## config.mk

```make
export PLATFORM = sky130hd
export DESIGN_NAME = wr_regfile_flat
export DESIGN_NICKNAME = d
export VERILOG_FILES = /design/src/rtl/wr_regfile_pkg.sv /design/src/rtl/wr_regfile_if.sv /design/src/rtl/wr_regfile_wbmux.sv /design/src/rtl/wr_regfile.sv /design/src/flat_wrapper.sv
export SDC_FILE = /design/constraint.sdc
export NUM_CORES = 2
export LEC_CHECK = 0
export CAP_MARGIN = 10
export CORE_ASPECT_RATIO = 0.6
export CORE_UTILIZATION = 60
export DETAILED_ROUTE_END_ITERATION = 6
export MAX_ROUTING_LAYER = met4
export PLACE_DENSITY = 0.86
export SETUP_SLACK_MARGIN = 0.5
export SYNTH_ARGS = -nofsm -noshare
export SYNTH_HDL_FRONTEND = slang
export SYNTH_SLANG_ARGS = --single-unit
export TNS_END_PERCENT = 5
```

## constraint.sdc

```tcl
create_clock -name Clk -period 2.68 [get_ports Clk]
set_input_delay 0.536 -clock Clk [delete_from_list [all_inputs] [get_ports Clk]]
set_output_delay 0.536 -clock Clk [all_outputs]
set_load 0.005 [all_outputs]
```

## src/rtl/wr_regfile_pkg.sv

```systemverilog
// Shared definitions for the write-back stage: default widths, the
// hardwired-zero register number and the write-back select encoding used by
// the control unit, the MEM/WR pipeline register and the register file.
package wr_regfile_pkg;

   localparam int DW_DEF   = 32;
   localparam int AW_DEF   = 5;
   localparam int REG_ZERO = 0;

   // Write-back source select: MEM picks load data, ALU picks the ALU result.
   typedef enum logic {
      WB_ALU = 1'b0,
      WB_MEM = 1'b1
   } wb_sel_e;

endpackage

```

## src/rtl/wr_regfile_if.sv

```systemverilog
// Bus between the MEM/WR pipeline register / ID stage (master) and the
// write-back register file (slave). Carries the WR-stage bundle, both read
// ports and the exported write-back value used for forwarding.
interface wr_regfile_if
   import wr_regfile_pkg::*;
#(
   parameter int DW = DW_DEF,
   parameter int AW = AW_DEF
) ();

   logic [DW-1:0] WR_Dout;
   logic [DW-1:0] WR_ALUout;
   logic [AW-1:0] WR_Rw;
   logic          WR_Overflow;
   logic          WR_MemtoReg;
   logic          WR_RegWr;
   logic [AW-1:0] Ra;
   logic [AW-1:0] Rb;
   logic [DW-1:0] BusA;
   logic [DW-1:0] BusB;
   logic [DW-1:0] BusW;

   modport master (
      output WR_Dout, WR_ALUout, WR_Rw, WR_Overflow, WR_MemtoReg, WR_RegWr,
      output Ra, Rb,
      input  BusA, BusB, BusW
   );

   modport slave (
      input  WR_Dout, WR_ALUout, WR_Rw, WR_Overflow, WR_MemtoReg, WR_RegWr,
      input  Ra, Rb,
      output BusA, BusB, BusW
   );

endinterface

```

## src/rtl/wr_regfile_wbmux.sv

```systemverilog
// Write-back select and commit qualification. Picks load data or the ALU
// result and decides whether the instruction really commits: a write needs a
// request, no ALU overflow and a non-zero destination. Also shared with the
// forwarding unit so both agree on what actually gets written.
module wr_wbmux
   import wr_regfile_pkg::*;
#(
   parameter int DW = DW_DEF,
   parameter int AW = AW_DEF
) (
   input  logic [DW-1:0] dout_i,
   input  logic [DW-1:0] aluout_i,
   input  logic [AW-1:0] rw_i,
   input  logic          overflow_i,
   input  logic          memtoreg_i,
   input  logic          regwr_i,
   output logic [DW-1:0] busW_o,
   output logic          we_o,
   output logic          ovfHit_o
);

   wb_sel_e wbSel;

   assign wbSel = wb_sel_e'(memtoreg_i);

   // Write-back value is always driven, whether or not the write commits,
   // so forwarding logic can use it unconditionally.
   always_comb begin
      busW_o = aluout_i;
      if (wbSel == WB_MEM) begin
         busW_o = dout_i;
      end
   end

   // Commit only real writes; an overflowing write is reported separately so
   // the register file can raise its sticky flag.
   always_comb begin
      we_o     = regwr_i & ~overflow_i & (rw_i != AW'(REG_ZERO));
      ovfHit_o = regwr_i & overflow_i;
   end

endmodule

```

## src/rtl/wr_regfile.sv

```systemverilog
// Write-back stage register file: 2**AW x DW array with register 0 hardwired
// to zero, two combinational read ports, a committed-write counter and a
// sticky flag for overflow-suppressed writes.
// Optional build macro REGFILE_BYPASS_EN: forwards the committing value to a
// read port in the same cycle when the addresses match.
module wr_regfile
   import wr_regfile_pkg::*;
#(
   parameter int DW = DW_DEF,
   parameter int AW = AW_DEF
) (
   input  logic        Clk,
   input  logic        Clrn,
   wr_regfile_if.slave bus,
   output logic [31:0] WrCount,
   output logic        OvfSticky
);

   localparam int DEPTH = 2 ** AW;

   logic [DW-1:0] regs_q [DEPTH];
   logic [31:0]   wrCount_q;
   logic [31:0]   wrCount_d;
   logic          ovfSticky_q;
   logic          ovfSticky_d;
   logic [DW-1:0] busW;
   logic          we;
   logic          ovfHit;
   logic [DW-1:0] busA;
   logic [DW-1:0] busB;

   wr_wbmux #(
      .DW (DW),
      .AW (AW)
   ) u_wbmux (
      .dout_i     (bus.WR_Dout),
      .aluout_i   (bus.WR_ALUout),
      .rw_i       (bus.WR_Rw),
      .overflow_i (bus.WR_Overflow),
      .memtoreg_i (bus.WR_MemtoReg),
      .regwr_i    (bus.WR_RegWr),
      .busW_o     (busW),
      .we_o       (we),
      .ovfHit_o   (ovfHit)
   );

   assign bus.BusW  = busW;
   assign bus.BusA  = busA;
   assign bus.BusB  = busB;
   assign WrCount   = wrCount_q;
   assign OvfSticky = ovfSticky_q;

   // Register array: cleared on reset, written with the selected value on a
   // qualified commit. Entry 0 is never written because we excludes it.
   always_ff @(posedge Clk or negedge Clrn) begin
      if (!Clrn) begin
         for (int i = 0; i < DEPTH; i++) begin
            regs_q[i] <= '0;
         end
      end else if (we) begin
         regs_q[bus.WR_Rw] <= busW;
      end
   end

   // Debug state next values: count each commit (wrapping naturally) and
   // latch any overflow-suppressed write until reset.
   always_comb begin
      wrCount_d   = wrCount_q;
      ovfSticky_d = ovfSticky_q | ovfHit;
      if (we) begin
         wrCount_d = wrCount_q + 32'd1;
      end
   end

   // Debug state registers.
   always_ff @(posedge Clk or negedge Clrn) begin
      if (!Clrn) begin
         wrCount_q   <= '0;
         ovfSticky_q <= 1'b0;
      end else begin
         wrCount_q   <= wrCount_d;
         ovfSticky_q <= ovfSticky_d;
      end
   end

   // Read port A: register 0 always reads zero; the optional bypass is held
   // off during reset so the ports read zero while Clrn is low.
   always_comb begin
      busA = '0;
      if (bus.Ra != AW'(REG_ZERO)) begin
         busA = regs_q[bus.Ra];
      end
`ifdef REGFILE_BYPASS_EN
      if (Clrn && we && (bus.Ra == bus.WR_Rw)) begin
         busA = busW;
      end
`endif
   end

   // Read port B: same rules as port A.
   always_comb begin
      busB = '0;
      if (bus.Rb != AW'(REG_ZERO)) begin
         busB = regs_q[bus.Rb];
      end
`ifdef REGFILE_BYPASS_EN
      if (Clrn && we && (bus.Rb == bus.WR_Rw)) begin
         busB = busW;
      end
`endif
   end

endmodule

```

## src/flat_wrapper.sv

```systemverilog
// flat-port wrapper written by rule: the top's interface ports become plain ports
module wr_regfile_flat import wr_regfile_pkg::*;
#(
   parameter int DW = DW_DEF,
   parameter int AW = AW_DEF
)
  (Clk, Clrn, WrCount, OvfSticky, bus_WR_Dout, bus_WR_ALUout, bus_WR_Rw, bus_WR_Overflow, bus_WR_MemtoReg, bus_WR_RegWr, bus_Ra, bus_Rb, bus_BusA, bus_BusB, bus_BusW);
  wr_regfile_if #(.DW(DW), .AW(AW)) bus_i ();
  input  logic Clk;
  input  logic Clrn;
  output logic [31:0] WrCount;
  output logic OvfSticky;
  input wire logic [$bits(bus_i.WR_Dout)-1:0] bus_WR_Dout;
  input wire logic [$bits(bus_i.WR_ALUout)-1:0] bus_WR_ALUout;
  input wire logic [$bits(bus_i.WR_Rw)-1:0] bus_WR_Rw;
  input wire logic [$bits(bus_i.WR_Overflow)-1:0] bus_WR_Overflow;
  input wire logic [$bits(bus_i.WR_MemtoReg)-1:0] bus_WR_MemtoReg;
  input wire logic [$bits(bus_i.WR_RegWr)-1:0] bus_WR_RegWr;
  input wire logic [$bits(bus_i.Ra)-1:0] bus_Ra;
  input wire logic [$bits(bus_i.Rb)-1:0] bus_Rb;
  output wire logic [$bits(bus_i.BusA)-1:0] bus_BusA;
  output wire logic [$bits(bus_i.BusB)-1:0] bus_BusB;
  output wire logic [$bits(bus_i.BusW)-1:0] bus_BusW;
  assign bus_i.WR_Dout = bus_WR_Dout;
  assign bus_i.WR_ALUout = bus_WR_ALUout;
  assign bus_i.WR_Rw = bus_WR_Rw;
  assign bus_i.WR_Overflow = bus_WR_Overflow;
  assign bus_i.WR_MemtoReg = bus_WR_MemtoReg;
  assign bus_i.WR_RegWr = bus_WR_RegWr;
  assign bus_i.Ra = bus_Ra;
  assign bus_i.Rb = bus_Rb;
  assign bus_BusA = bus_i.BusA;
  assign bus_BusB = bus_i.BusB;
  assign bus_BusW = bus_i.BusW;
  wr_regfile #(.DW(DW), .AW(AW)) u_core (.Clk(Clk), .Clrn(Clrn), .bus(bus_i), .WrCount(WrCount), .OvfSticky(OvfSticky));
endmodule
```

==> out/metrics.csv <==
metric,value,unit
status,finished with violations,
failing checks,"DRC, setup timing",
Ports,213,
crit path kind,reg2out,
final worst clock skew,43.0,ps
vias per cell,7.85,
initial core utilization,60.7,%
max layer used,met4,
worst-case clock buffer depth,3,
Worst Hold Class,in2async,
initial antenna violation count,22,
final wirelength,227000,µm
PwrDens,720,nW/µm²
Final Non-Filler Cells,6395,
GRT Util Overall,48.0,%
CP max FO,3,
die footprint,92200,µm²
Setup crit end kind,output pin,
clk_lat worst skew,760,ps
Metal-1 WL,66300,µm
Max-Cap Viols,0,
worst endpoint data arrival time,2740,ps
first drt pass iteration count,7,
Slew Limit Fails,0,
Most used DFF post-synth,dfrtp_1,
first-pass GRT wire length,315000,µm
"most common cell after layout, fill and taps aside",dfrtp_1,
worst path bufs/invs,2,
dpl hpwl,121000,µm
CTS buffer count,91,
syn nets,4897,
worst endpoint required time,2140,ps
RSZ-0062 raised after global routing,yes,
final worst-path cycle share,122,%
CTS tree,yes,
DRT antenna net count,0,
wire per inst,35.4,µm
Crit. path cell count,7,
FMAX,0.305,GHz
Seq cells post-synth,1057,
CP peak stage delay,570,ps
clk sink count,1057,
metal2 WL,90500,µm
die width,391,µm
Clock Pin Slew Worst Setup and Hold Paths,70,ps
"Hold Vio Cnt, Final",0,
synthesized area,54600,µm²
vias in the first global route,50250,
DIE HEIGHT,236,µm
most frequent cells in the layout,"1,049 x dfrtp_1, 663 x a21oi_1, 631 x nor2_1, 512 x mux4_2, 437 x nand2_1",
cells along the critical path,"mux4_2, mux2i_1, nor2_2, a221oi_2, a21oi_2, buf_4, buf_2",
Post-route DRC,385,
Post-synth EDFFs,0,
critical path endpoint,bus_BusB[23],
Startpoint Class,flip-flop,
share of cells above drive strength 1,30.9,%
Slew HR,46.7,%
Rows,85,
gr ovfl total,0,
Layout Nets,5168,
PortBufs,212,
CTS root buf,clkbuf_16,
worst setup margin,-599,ps
core area,89900,µm²
synthesis-to-layout area growth,21.1,%
ys async rst share,100,%
r2r endpoint,u_core.WrCount[25],
slowest library cell on the worst path,mux4_2,
Reg-to-Reg Start,u_core.WrCount[8],
synthesized area per cell,11.3,µm²
measured slew at the worst slew-check pin,798,ps
cells after synthesis,4812,
Pleak,28.6,nW
Setup-failing EPs final,64,
worst r2r path cells,5,
total power,47.6,mW
R2R setup slack,600,ps
count of cell types in the netlist,44,
Post-DP Area,61300,µm²
worst-case vdd ir drop,557,µV
Crit path max-delay family,multiplexers,
Initial DRC Count,11643,
"Seq/Total Area, Yosys",48.5,%
met3 WL,44500,µm
final core utilization,73.6,%
post-route minimum period,3280,ps
YS warnings,0,
placed cell count,6159,
worst hold margin,298,ps
Via Count,50224,
cell area after layout,66100,µm²
pin count of the biggest net entering global routing,102,
htree depth,3,
gp weighted congestion,0.957,
Worst setup startpoint,u_core.regs_q[375],
==> stage by stage <==
| stage | TNS (ps) | worst slack, ps |
|---|---|---|
| 3_3_place_gp | -36300 | -689 |
| 2_1_floorplan | 0 | 327 |
| 5_1_grt | -22000 | -638 |
| 4_1_cts | -16530 | -375 |
| 3_5_place_dp | -39030 | -731 |
| 6_report | -21800 | -599 |
==> cells by family (layout without fill, tap and decap cells) <==
group                      Yosys count  in the layout  synth area share [%]
AOI/OAI and AO/OA                 1250           1250                  11.9
xor gates and xnor gates            31             31                 0.497
adders and majority gates            1              1                0.0229
buffers and inverters              555            896                  4.71
DFF                               1057           1057                  48.5
muxes                              737            737                  25.5
other                                0             24                     0
and+or+nand+nor                   1181           1181                  8.88
==> where the power goes <==
part	internal [mW]	leakage [nW]	switching [mW]
clock	8.15	1.59	6.67
combinational	5.52	13.3	5.89
sequential	18.6	13.7	2.77
total	32.3	28.6	15.3
==> cell usage after synthesis (20+ instances only) <==
master    number  area (µm²)
dfrtp_1     1057       26500
a21oi_1      689        3450
inv_1         37         139
mux4_2       512       11500
buf_2        176         881
buf_4         26         195
a22oi_1       47         353
buf_6         23         259
nor2_1       640        2400
a31oi_1       47         294
mux2i_1      113        1130
mux2_2       112        1260
clkbuf_1     283        1060
nand2_1      450        1690
o21ai_0      429        2150
xnor2_1       20         175
==> how the worst min path moves through the flow <==
stage	from	endpoint	cells after the start
finish	Clrn	u_core.regs_q[800]	2
global route	Clrn	u_core.regs_q[118]	2
CTS	Clrn	u_core.regs_q[54]	2
detailed placement	u_core.regs_q[1011]	u_core.regs_q[1011]	0
global placement	u_core.regs_q[996]	u_core.regs_q[996]	0
floorplan	Clrn	u_core.OvfSticky	0
==> state kept, by name (all words and copies together), names as in the netlist <==
register          flops
u_core.regs_q      1024
u_core.OvfSticky      1
u_core.WrCount       32
==> timing repair <==
item                                    in CTS  in global routing
endpoints found under the setup margin     121                109
hold buffers                                 1                  0
endpoints found under the hold margin       18                  0
buffers inserted                            38                  9
gates resized for setup                    516                156
cloned                                       1                  0
pin swaps                                   29                 22
==> metal layers <==
metal / GRT usage, % / vias to the layer above
met3: 25.8 / 2510
met1: 54.9 / 23600
met4: 35.6 / 0
li1: - / 17947
met2: 63.2 / 6167
met5: - / -
==> final cells by class <==
cell class                      instances  area (µm²)
Antenna cell                           24        60.1
Inverter                               37         141
Timing Repair Buffer                  696        7620
Multi-Input combinational cell       3200       27100
Clock inverter                         35         472
Fill cell                            4860       23800
Sequential cell                      1057       26500
Clock buffer                          128        2720
Tap cell                             1218        1520
Note: power is estimated with default switching activity, not from simulation.
